$ cat src/rtl/mtime_ctrl_pkg.sv
// Shared constants for the mtime bus controller: register map, CTRL bits, FSM encoding.
// Imported by the controller and its comparator; holds no logic of its own.
package mtime_ctrl_pkg;

  localparam logic [2:0] MT_ADDR_MTIME_L = 3'd0;
  localparam logic [2:0] MT_ADDR_MTIME_H = 3'd1;
  localparam logic [2:0] MT_ADDR_CMP_L   = 3'd2;
  localparam logic [2:0] MT_ADDR_CMP_H   = 3'd3;
  localparam logic [2:0] MT_ADDR_CTRL    = 3'd4;

  localparam int          CTRL_IRQ_EN = 0;
  localparam logic [63:0] CMP_RST_DEF = 64'hFFFF_FFFF_FFFF_FFFF;

  typedef enum logic [2:0] {
    ST_IDLE  = 3'd0,
    ST_ACK   = 3'd1,
    ST_WSEQ0 = 3'd2,
    ST_WSEQ1 = 3'd3,
    ST_WSEQ2 = 3'd4
  } state_e;

  // Low-half strobe is driven in the first and last step of the carry-safe write.
  function automatic logic strobe_lo(input state_e s);
    return (s == ST_WSEQ0) || (s == ST_WSEQ2);
  endfunction

endpackage

$ cat src/rtl/mtime_ctrl_if.sv
// Req/ready slave bus for the mtime controller; master holds sel/we/addr/wdata until ready.
// rdata is meaningful only in the single cycle ready is high.
interface mtime_ctrl_if;
  logic        sel;
  logic        we;
  logic [2:0]  addr;
  logic [31:0] wdata;
  logic [31:0] rdata;
  logic        ready;

  modport master (output sel, we, addr, wdata, input rdata, ready);
  modport slave  (input sel, we, addr, wdata, output rdata, ready);
endinterface

$ cat src/rtl/mtime_ctrl_cmp64.sv
// Registered 64-bit unsigned mtime >= mtimecmp compare, gated by the interrupt enable.
// One cycle from counter/compare/enable change to timer_irq; level output.
module mtime_cmp64 (
  input  logic        clk,
  input  logic        rst,
  input  logic        en_i,
  input  logic [63:0] mtime_i,
  input  logic [63:0] cmp_i,
  output logic        irq_o
);
  logic irq_q, irq_d;

  assign irq_d = en_i & (mtime_i >= cmp_i);

  always_ff @(posedge clk or posedge rst) begin
    if (rst) irq_q <= 1'b0;
    else     irq_q <= irq_d;
  end

  assign irq_o = irq_q;
endmodule

$ cat src/rtl/mtime_ctrl.sv
// Bus controller for the 64-bit mtime counter: tear-free reads, carry-safe L,H,L writes, mtimecmp IRQ.
// Non-sequenced accesses ack one cycle after accept; an MTIME_L write acks on the third cycle.
module mtime_ctrl
  import mtime_ctrl_pkg::*;
#(
  parameter logic [63:0] CMP_RST = CMP_RST_DEF
) (
  input  logic        clk,
  input  logic        rst,
  mtime_ctrl_if.slave bus,
  input  logic [31:0] mtimerl_i,
  input  logic [31:0] mtimerh_i,
  output logic [31:0] mtimer_o,
  output logic        wrl_n,
  output logic        wrh_n,
  output logic        timer_irq
);
  state_e      state_q, state_d;
  logic        accept;
  logic [31:0] shadow_hi_q, snap_hi_q, wlo_q;
  logic [63:0] cmp_q;
  logic        irq_en_q;
  logic [31:0] rdata_q, rdata_d;
  logic [31:0] mtimer_q, mtimer_d;
  logic        ready_q, ready_d;
  logic        wrl_n_q, wrl_n_d;
  logic        wrh_n_q, wrh_n_d;

  assign accept = (state_q == ST_IDLE) && bus.sel;

  always_ff @(posedge clk or posedge rst) begin
    if (rst) state_q <= ST_IDLE;
    else     state_q <= state_d;
  end

  always_comb begin
    state_d = state_q;
    case (state_q)
      ST_IDLE: begin
        if (bus.sel) begin
          if (bus.we && bus.addr == MT_ADDR_MTIME_L) state_d = ST_WSEQ0;
          else                                       state_d = ST_ACK;
        end
      end
      ST_ACK:   state_d = ST_IDLE;
      ST_WSEQ0: state_d = ST_WSEQ1;
      ST_WSEQ1: state_d = ST_WSEQ2;
      ST_WSEQ2: state_d = ST_IDLE;
      default:  state_d = ST_IDLE;
    endcase
  end

  // Outputs are decoded from the next state so the strobes leave a flop aligned with the state.
  always_comb begin
    wrl_n_d  = ~strobe_lo(state_d);
    wrh_n_d  = (state_d != ST_WSEQ1);
    ready_d  = (state_d == ST_ACK) || (state_d == ST_WSEQ2);
    mtimer_d = '0;
    case (state_d)
      ST_WSEQ1: mtimer_d = shadow_hi_q;
      ST_WSEQ2: mtimer_d = wlo_q;
      default:  mtimer_d = '0;
    endcase
    rdata_d = '0;
    if (accept && !bus.we) begin
      case (bus.addr)
        MT_ADDR_MTIME_L: rdata_d = mtimerl_i;
        MT_ADDR_MTIME_H: rdata_d = snap_hi_q;
        MT_ADDR_CMP_L:   rdata_d = cmp_q[31:0];
        MT_ADDR_CMP_H:   rdata_d = cmp_q[63:32];
        MT_ADDR_CTRL:    rdata_d = {31'b0, irq_en_q};
        default:         rdata_d = '0;
      endcase
    end
  end

  always_ff @(posedge clk or posedge rst) begin
    if (rst) begin
      shadow_hi_q <= '0;
      snap_hi_q   <= '0;
      wlo_q       <= '0;
      cmp_q       <= CMP_RST;
      irq_en_q    <= 1'b0;
      rdata_q     <= '0;
      mtimer_q    <= '0;
      ready_q     <= 1'b0;
      wrl_n_q     <= 1'b1;
      wrh_n_q     <= 1'b1;
    end else begin
      rdata_q  <= rdata_d;
      mtimer_q <= mtimer_d;
      ready_q  <= ready_d;
      wrl_n_q  <= wrl_n_d;
      wrh_n_q  <= wrh_n_d;
      if (accept && bus.we) begin
        case (bus.addr)
          MT_ADDR_MTIME_L: wlo_q         <= bus.wdata;
          MT_ADDR_MTIME_H: shadow_hi_q   <= bus.wdata;
          MT_ADDR_CMP_L:   cmp_q[31:0]   <= bus.wdata;
          MT_ADDR_CMP_H:   cmp_q[63:32]  <= bus.wdata;
          MT_ADDR_CTRL:    irq_en_q      <= bus.wdata[CTRL_IRQ_EN];
          default:         ;
        endcase
      end else if (accept && bus.addr == MT_ADDR_MTIME_L) begin
        // High half frozen with the low-half read so a following MTIME_H read cannot tear.
        snap_hi_q <= mtimerh_i;
      end
    end
  end

  assign bus.rdata = rdata_q;
  assign bus.ready = ready_q;
  assign mtimer_o  = mtimer_q;
  assign wrl_n     = wrl_n_q;
  assign wrh_n     = wrh_n_q;

  mtime_cmp64 u_cmp (
    .clk     (clk),
    .rst     (rst),
    .en_i    (irq_en_q),
    .mtime_i ({mtimerh_i, mtimerl_i}),
    .cmp_i   (cmp_q),
    .irq_o   (timer_irq)
  );
endmodule
$ cat src/flat_wrapper.sv
// flat-port wrapper written by rule: the top's interface ports become plain ports
module mtime_ctrl_flat import mtime_ctrl_pkg::*;
#(
  parameter logic [63:0] CMP_RST = CMP_RST_DEF
)
  (clk, rst, mtimerl_i, mtimerh_i, mtimer_o, wrl_n, wrh_n, timer_irq, bus_sel, bus_we, bus_addr, bus_wdata, bus_rdata, bus_ready);
  mtime_ctrl_if bus_i ();
  input  logic clk;
  input  logic rst;
  input  logic [31:0] mtimerl_i;
  input  logic [31:0] mtimerh_i;
  output logic [31:0] mtimer_o;
  output logic wrl_n;
  output logic wrh_n;
  output logic timer_irq;
  input wire logic [$bits(bus_i.sel)-1:0] bus_sel;
  input wire logic [$bits(bus_i.we)-1:0] bus_we;
  input wire logic [$bits(bus_i.addr)-1:0] bus_addr;
  input wire logic [$bits(bus_i.wdata)-1:0] bus_wdata;
  output wire logic [$bits(bus_i.rdata)-1:0] bus_rdata;
  output wire logic [$bits(bus_i.ready)-1:0] bus_ready;
  assign bus_i.sel = bus_sel;
  assign bus_i.we = bus_we;
  assign bus_i.addr = bus_addr;
  assign bus_i.wdata = bus_wdata;
  assign bus_rdata = bus_i.rdata;
  assign bus_ready = bus_i.ready;
  mtime_ctrl #(.CMP_RST(CMP_RST)) u_core (.clk(clk), .rst(rst), .bus(bus_i), .mtimerl_i(mtimerl_i), .mtimerh_i(mtimerh_i), .mtimer_o(mtimer_o), .wrl_n(wrl_n), .wrh_n(wrh_n), .timer_irq(timer_irq));
endmodule
$ cat config.mk
export PLATFORM = sky130hd
export DESIGN_NAME = mtime_ctrl_flat
export DESIGN_NICKNAME = d
export VERILOG_FILES = /design/src/rtl/mtime_ctrl_pkg.sv /design/src/rtl/mtime_ctrl_if.sv /design/src/rtl/mtime_ctrl_cmp64.sv /design/src/rtl/mtime_ctrl.sv /design/src/flat_wrapper.sv
export SDC_FILE = /design/constraint.sdc
export NUM_CORES = 1
export LEC_CHECK = 0
export ABC_AREA = 0
export BUFFER_PORTS_ARGS = -buffer_cell sky130_fd_sc_hd__buf_2
export CAP_MARGIN = 20
export CORE_ASPECT_RATIO = 0.8
export CORE_MARGIN = 4
export CORE_UTILIZATION = 50
export CTS_CLUSTER_DIAMETER = 100
export CTS_CLUSTER_SIZE = 24
export DETAILED_ROUTE_END_ITERATION = 6
export PLACE_DENSITY = 0.79
export REMOVE_ABC_BUFFERS = 1
export SYNTH_ARGS = -nofsm -noshare
export SYNTH_HDL_FRONTEND = slang
export SYNTH_HIERARCHICAL = 1
export SYNTH_SLANG_ARGS = --single-unit
$ cat constraint.sdc
create_clock -name clk -period 5.7 [get_ports clk]
set_input_delay 0 -clock clk [delete_from_list [all_inputs] [get_ports clk]]
set_output_delay 0 -clock clk [all_outputs]
set_load 0.05 [all_outputs]
==> results.toml, run 1 <==
[outcome]
status = "finished clean"

[grt]
grt_pass1_vias = 7401
gr-total-overflow = 0
antenna_found_initial = 2
grtUsageMet1_pct = 30.9
grt_busiest_layer = "met2"
use_met3_pct = 4.18
grt.total_usage_pct = 21.1
grt_max_degree = 109
use_met2_pct = 34.2
grt_pass1_wl_mm = 41.0

[synth]
seq_area_frac_synth_pct = 54.0
ys_warn_count = 6
synth_compound_area_share_pct = 5.75
synth-edff-count = 0
syn_area_um2 = 10900
async_reset_ff_share_pct = 100
synth_top_family_by_area = "multiplexers"
synth_area_leader_cell = "dfrtp_1"
synthMuxAreaShare_pct = 23.3
synth_fa_ha_area_share_pct = 7.35
yosysTopAreaCellShare_pct = 38.1
ys_types = 45
synth_area_leaders = "dfrtp_1, dfstp_2, mux2_2"
synthCells = 782
ys_seq_elements = 232
ys.flop_type = "dfrtp_1"
syn_avg_cell_area_um2 = 13.9
synth_xor_area_share_pct = 0
post_synth_and_or_nand_nor_area_fraction_pct = 5.52

[detailed_routing]
num_vias = 7148
wirelength_mm = 25.8
drtAntennaViolNets = 0
route.detailed.drc = 0
dr.pass1.iters = 5
via_per_inst = 5.46
drt_iter0_drc = 494
avgRoutedWirePerCell_um = 19.7

[sta]
setup_ws_ns = 2.67
finalHoldViolations = 0
timing.fmax_mhz = 331
layout_min_cycle_time_ns = 3.03
tightest_slew_ns = 1.04
period_share_pct = 53.1
finClkSkew_ns = 0.0186
setup-tns-final_ns = 0
max_slew_margin_pct = 30.5
slew_violations = 0
rsz0062_at_grt = "no"
setup_viol = 0

[placement]
numPortBuffers = 170
dp_cells = 1200
dp_hpwl_mm = 17.1
dpl_cell_area_um2 = 12000
dp_slack_ns = 2.75
place.gp.congestion = 0.818

[cells_and_area]
layout_common_cells = "buf_2, dfrtp_1, mux2_2"
drive_gt1_share_pct = 43.7
finalNonFillerCells = 1309
finalInstanceArea_um2 = 13200
final_common_cell = "buf_2"
nNetsFinal = 1193
area_growth_pct = 21.3

[floorplanning]
dieArea_um2 = 24200
die_x_um = 173
io-pin-count = 171
core_um2 = 21500
rows = 48
fp.dieH_um = 140
start_util_pct = 50.7

[setup_path]
rrSetupSlack_ns = 2.67
worstPathRequired_ns = 5.98
startpoint = "u_core/cmp_q[53]"
r2r_end = "u_core/u_cmp/irq_o"
critical-path-top-delay-family = "compound AO/OA/AOI/OAI gates"
worstSetupPathType = "register to register"
r2r-start = "u_core/cmp_q[53]"
crit_end = "u_core/u_cmp/irq_o"
crit_chain = "inv_1, ha_1, and4_1, and4bb_1, nand3_1, a21oi_1, a2111oi_0, a41oi_2"
cpPeakStageDelay_ns = 0.86
crit_fanout = 3
crit_buf_inv = 1
path_depth = 8
start_kind = "register"
arrival_ns = 3.31
crit_path_end_kind = "register"
worst_path_max_delay_cell = "a2111oi_0"
r2r_cells = 8

[worst_hold_path]
hold_class = "primary input to register"

[clocking]
clock-sinks = 232
cts-root-buf = "clkbuf_16"
insertion_delay_ns = 0.48
cts_tree = "yes"
numCtsBuffers = 13
clockBufferDepth = 3
clk_pin_slew_worst_paths_ns = 0.09
cts-htree-levels = 1

[power]
ir_worst_vdd_v = 0.000192
leakage_nw = 6.31
power.density_nw_per_um2 = 323

[job]
cap_viol_max_count = 0
-- layer usage --
metal	vias up	share of wire [%]
met3	22	5.5
li1	3290	-
met2	217	47
met1	3619	47
met4	0	1.1
met5	-	0
-- tightest hold or removal path: cells and delay by family --
kind          cells  cell delay (ns)
buf+inv           1             0.09
mux               1             0.22
simple gates      1             0.13
-- area by class of cell --
cell class | instances | area, um^2
multi-input combinational | 446 | 4580
timing repair buffer | 264 | 1780
fill | 1667 | 8280
tap | 275 | 344
sequential | 232 | 5890
clock buffer | 20 | 352
antenna | 2 | 5.00
inverter | 69 | 267
clock inverter | 1 | 8.76
-- Yosys cell counts, types with 2 or more instances --
master,number
nor2_1,6
a21o_1,6
and4_1,4
a21oi_1,27
a22o_1,32
mux2_1,13
mux4_2,31
nand3_2,2
mux2_2,150
buf_4,3
nor2b_1,35
inv_1,69
o21ai_0,4
clkbuf_1,12
a31oi_1,2
nand3_1,9
dfstp_2,66
buf_2,17
ha_1,64
nand4_1,9
nand2_1,18
dfrtp_1,166
a211oi_1,4
o21ai_1,5
buf_6,3
nor3_1,5
nor3b_1,2
-- power breakdown --
part	internal, mW	total (mW)	switching, mW
sequential	2.07	2.27	0.201
clock	0.434	0.954	0.520
combinational	0.562	1.05	0.487
-- sequential cells by signal, summed over array words and instances (netlist names) --
name                flops
u_core/bus.rdata       32
u_core/snap_hi_q       32
u_core/wrh_n            1
u_core/bus.ready        1
u_core/state_q          3
u_core/wlo_q           32
u_core/wrl_n            1
u_core/irq_en_q         1
u_core/u_cmp/irq_o      1
u_core/shadow_hi_q     32
u_core/cmp_q           64
u_core/mtimer_o        32
-- cells by family after synthesis --
group	Yosys count
and+or+nand+nor	100
muxes	194
adders and majority gates	64
DFF	232
buffers and inverters	104
AOI/OAI and AO/OA	88
-- through the flow --
step                util, %  hold slack [ns]  power [mW]
finish                 61.5          0.00900        4.27
global route           61.5          0.00290        4.53
CTS                    61.4          0.00472        4.30
detailed placement     55.7           -0.107        3.30
global placement       55.7           -0.111        3.24
floorplan                 -           -0.271        2.99
-- worst min-delay path by stage --
stage	from	cells past startpoint	end
3_3_place_gp	rst	2	u_core/u_cmp/irq_o
4_1_cts	mtimerl_i[10]	3	u_core/bus.rdata[10]
2_1_floorplan	rst	1	u_core/u_cmp/irq_o
3_5_place_dp	rst	2	u_core/u_cmp/irq_o
6_report	mtimerl_i[29]	3	u_core/bus.rdata[29]
5_1_grt	mtimerl_i[29]	3	u_core/bus.rdata[29]
-- timing repair --
action | 4_1_cts | 5_1_grt
endpoints found under the hold margin | 259 | 0
setup endpoints to repair | 0 | 0
buffers inserted | 0 | 0
hold buffers | 85 | 0
gates resized for setup | 0 | 0
(Power assumes the default switching activity.)
==> run 2, diff against run 1 <==
PLACE_DENSITY = 0.76   (was 0.79)
clock period = 2.8 ns   (was 5.7 ns; I/O delays follow)
==> run 2 against run 1 <==
Effect of this change:
- power rose by 100%
- count of clock-buffer cells in the layout did not move
- die area did not move
- flip-flop and latch count did not move
- design area rose by 0.66%
- routed wire length rose by 2.2%
- non-clock buffer count rose by 7
==> results.toml, run 2 (synthesis gave the netlist of run 1 again) <==
[outcome]
status = "finished clean"

[sta]
period_share_pct = 89.3
timing.fmax_mhz = 400
finalHoldViolations = 0
setup_viol = 0
hold_ws_ns = 0.0138
max_slew_margin_pct = 56.5
rsz0062_at_grt = "no"
finClkSkew_ns = 0.0165
layout_min_cycle_time_ns = 2.50
tightest_slew_ns = 0.636
slew_violations = 0
setup_ws_ns = 0.301

[setup_path]
start_kind = "register"
rrSetupSlack_ns = 0.30
r2r-start = "u_core/cmp_q[53]"
startpoint = "u_core/cmp_q[53]"
crit_path_end_kind = "register"
crit_fanout = 3
arrival_ns = 2.82
worstPathRequired_ns = 3.12
worstSetupPathType = "register to register"

[floorplanning]
io-pin-count = 171
core_um2 = 21500
fp.dieH_um = 140
start_util_pct = 50.7
die_x_um = 173
rows = 48
dieArea_um2 = 24200

[placement]
dp_cells = 1208
dp_hpwl_mm = 17.6
dp_slack_ns = 0.346
numPortBuffers = 170
place.gp.congestion = 0.844

[power]
seqPwrFrac_pct = 52.9
intPower_mw = 6.25
combPwrFrac_pct = 24.7
power.total_mw = 8.71
netSwitchingFraction_pct = 28.3
leakage_nw = 6.35
p_switching_mw = 2.46
clkPwrFrac_pct = 22.3
power.density_nw_per_um2 = 654
ir_worst_vdd_v = 0.000451

[cells_and_area]
final_util_pct = 61.9
top_register = "u_core/cmp_q"
drive_gt1_share_pct = 44.1
largest_reg_flops = 64
nNetsFinal = 1200
layout_common_cells = "buf_2, dfrtp_1, mux2_2"
area_growth_pct = 22.1
finalNonFillerCells = 1315
final_common_cell = "buf_2"

[grt]
grt_max_degree = 95
antenna_found_initial = 1
grt.total_usage_pct = 21.9
grt_pass1_wl_mm = 42.7
grt_pass1_vias = 7635
gr-total-overflow = 0

[detailed_routing]
avgRoutedWirePerCell_um = 20.1
dr.pass1.iters = 6
drtAntennaViolNets = 0
wirelength_mm = 26.4
route.detailed.drc = 0
num_vias = 7153
via_per_inst = 5.44
drt_iter0_drc = 392

[clocking]
numCtsBuffers = 13
insertion_delay_ns = 0.47
clock-sinks = 232
clk_pin_slew_worst_paths_ns = 0.10
cts-htree-levels = 1
ctsResizeCount = 0
cts_tree = "yes"
clockBufferDepth = 3
cts_hold_buf = 85
cts-root-buf = "clkbuf_16"
cts_setup_buffers = 0

[job]
cap_viol_max_count = 0

[worst_hold_path]
worstHoldStart = "mtimerl_i[9]"
hold_class = "primary input to register"
-- run 2: cell count changes in the layout (fill, tap and decap cells not counted) --
cell     change
buf_4        +4
diode_2      -1
buf_12       +3
-- run 2: power groups by stage --
stage	clock (mW)	sequential, mW	combinational, mW
5_1_grt	2.12	4.70	2.40
6_report	1.95	4.61	2.15
4_1_cts	2.02	4.61	2.17
3_5_place_dp	0	4.67	2.06
3_3_place_gp	0	4.63	1.99
2_1_floorplan	0	4.69	1.40
-- run 2: critical path, cell delays in order, from the launching register on --
cell       delay [ns]
dfstp_2          0.55
inv_1            0.04
ha_1             0.29
and4_1           0.22
and4bb_1         0.24
nand3_1          0.16
a21oi_1          0.05
a2111oi_0        0.60
a41oi_2          0.20
-- run 2: worst paths after layout --
| kind | end | depth (start not counted) |
|---|---|---|
| max | u_core/u_cmp/irq_o | 8 |
| min | u_core/bus.rdata[9] | 3 |
| max reg2reg | u_core/u_cmp/irq_o | 8 |
| min reg2reg | u_core/mtimer_o[11] | 1 |
| max in group asynchronous | u_core/cmp_q[55] | 4 |
| min in group asynchronous | u_core/snap_hi_q[31] | 3 |
-- run 2: metal layers --
layer	part of all wire (%)	track usage (%)
met2	46	36.3
met5	0	0
met3	5.1	3.94
met4	1.1	3.15
met1	47	31.4
-- run 2: through the flow --
stage	TNS (ns)	instance area, um^2
after floorplan	-674.92	10700
after global placement	0	12100
after detailed placement	0	12100
after CTS	0	13300
after global routing	0	13300
final	0	13300
-- run 2: area by class of cell --
type | count | area, um^2
timing repair buffer | 271 | 1870
sequential | 232 | 5890
fill | 1665 | 8190
tap | 275 | 344
multi-input combinational | 446 | 4580
antenna | 1 | 2.50
clock buffer | 20 | 352
inverter | 69 | 267
clock inverter | 1 | 8.76
==> run 3, diff against run 2 <==
CELL_PAD_IN_SITES_DETAIL_PLACEMENT = 2   (was default)
CELL_PAD_IN_SITES_GLOBAL_PLACEMENT = 2   (was default)
CORE_UTILIZATION = 40   (was 50)
PLACE_DENSITY = 0.85   (was 0.76)
==> run 3 against run 2 <==
Effect of this change:
- first-iteration DRC count shrank 36%
- sequential power increased by 1%
- design area grew 0.53%
==> results.toml, run 3 (synthesis gave the netlist of run 1 again) <==
[grt]
grt.total_usage_pct = 23.5
gr-total-overflow = 0
grt_pass1_wl_mm = 53.5
grt_pass1_vias = 8822
grt_max_degree = 85
antenna_found_initial = 1

[worst_hold_path]
hold_end = "u_core/bus.rdata[31]"
whs_path_depth = 3
worstHoldStart = "mtimerl_i[31]"
hold_class = "primary input to register"

[placement]
dp_hpwl_mm = 23.0
place.gp.congestion = 0.785
dpl_cell_area_um2 = 12200
dp_slack_ns = 0.182
numPortBuffers = 170

[detailed_routing]
drt_iter0_drc = 249
dr.pass1.iters = 4
num_vias = 7510
wirelength_mm = 35.0
avgRoutedWirePerCell_um = 25.0
drtAntennaViolNets = 0
via_per_inst = 5.38
route.detailed.drc = 0

[power]
power.density_nw_per_um2 = 672
leakage_nw = 6.35
ir_worst_vdd_v = 0.000320
netSwitchingFraction_pct = 30.3
seqPwrFrac_pct = 52.0
combPwrFrac_pct = 25.7
power.total_mw = 8.99
p_switching_mw = 2.72
intPower_mw = 6.27
clkPwrFrac_pct = 22.3

[clocking]
ctsResizeCount = 0
cts-root-buf = "clkbuf_16"
clk_pin_slew_worst_paths_ns = 0.10
numCtsBuffers = 13
insertion_delay_ns = 0.48
clock-sinks = 232
clockBufferDepth = 3
cts-htree-levels = 1
cts_tree = "yes"

[cells_and_area]
area_growth_pct = 22.8
nNetsFinal = 1200
drive_gt1_share_pct = 44.9
final_common_cell = "buf_2"
top_register = "u_core/cmp_q"
finalInstanceArea_um2 = 13400
largest_reg_flops = 64
layout_common_cells = "buf_2, dfrtp_1, mux2_2"
final_util_pct = 50.4

[setup_path]
cpPeakStageDelay_ns = 0.72
crit_chain = "inv_1, ha_1, and4_1, and4bb_1, nand3_1, a21oi_1, a2111oi_0, a41oi_2"
r2r-start = "u_core/cmp_q[53]"
rrSetupSlack_ns = 0.18
worstPathRequired_ns = 3.14
worst_path_max_delay_cell = "a2111oi_0"
r2r_end = "u_core/u_cmp/irq_o"
start_kind = "register"
worstSetupPathType = "register to register"
crit_buf_inv = 1
crit_fanout = 3
crit_path_end_kind = "register"
critical-path-top-delay-family = "compound AO/OA/AOI/OAI gates"
r2r_cells = 8
arrival_ns = 2.95

[sta]
setup_viol = 0
period_share_pct = 93.4
setup-tns-final_ns = 0
layout_min_cycle_time_ns = 2.62
max_slew_margin_pct = 42.7
setup_ws_ns = 0.185
finClkSkew_ns = 0.0203
tightest_slew_ns = 0.859
slew_violations = 0
timing.fmax_mhz = 382
rsz0062_at_grt = "no"
finalHoldViolations = 0

[floorplanning]
start_util_pct = 41.1
io-pin-count = 171
core_um2 = 26500
rows = 53
dieArea_um2 = 30000
fp.dieH_um = 156
die_x_um = 193

[outcome]
status = "finished clean"

[job]
cap_viol_max_count = 0
[run 3: worst max path at each step]
| stage | startpoint | to | slack (ns) | cells past startpoint |
|---|---|---|---|---|
| global placement | u_core/cmp_q[53] | u_core/u_cmp/irq_o | 0.43 | 8 |
| finish | u_core/cmp_q[53] | u_core/u_cmp/irq_o | 0.18 | 8 |
| global route | u_core/cmp_q[53] | u_core/u_cmp/irq_o | 0.09 | 8 |
| floorplan | rst | u_core/bus.rdata[0] | -3.42 | 1 |
| detailed placement | u_core/cmp_q[53] | u_core/u_cmp/irq_o | 0.18 | 8 |
| CTS | u_core/cmp_q[53] | u_core/u_cmp/irq_o | 0.16 | 8 |
[run 3: metrics by stage]
step | std cells | hold slack [ns]
2_1_floorplan | 747 | -0.271
3_3_place_gp | 1297 | -0.0699
3_5_place_dp | 1297 | -0.0739
4_1_cts | 1395 | 0.00127
5_1_grt | 1396 | 0.0245
6_report | 1396 | 0.00108
[run 3: power by group through the flow]
stage	clock (mW)	sequential, mW	combinational, mW
final	2.00	4.67	2.31
after CTS	2.07	4.65	2.29
after global placement	0	4.63	2.05
after global routing	2.22	4.75	2.56
after floorplan	0	4.69	1.40
after detailed placement	0	4.71	2.18
[run 3: layout make-up]
type	count	area, um^2
Antenna cell	1	2.50
Clock buffer	19	348
Clock inverter	1	8.76
Fill cell	2557	13100
Inverter	69	267
Multi-Input combinational cell	446	4580
Sequential cell	232	5890
Tap cell	357	447
Timing Repair Buffer	271	1840
[run 3: worst min-delay path, delay by kind of cell]
kind | cells | cell delay [ns]
buffers and inverters | 1 | 0.10
multiplexers | 1 | 0.22
AND/OR/NAND/NOR | 1 | 0.13
[run 3: per-layer routing]
layer | share of wire, % | GRT usage, % | routed length [um]
met1 | 43 | 30.3 | 15200
met2 | 52 | 42.9 | 18000
met3 | 3.7 | 3.06 | 1280
met4 | 1.4 | 4.14 | 502
met5 | 0 | 0 | 0
[run 3: timing repair]
| action | 4_1_cts | 5_1_grt |
|---|---|---|
| setup buffers | 0 | 0 |
| endpoints found under the setup margin | 0 | 0 |
| hold buffers | 78 | 0 |
| endpoints found under the hold margin | 231 | 0 |
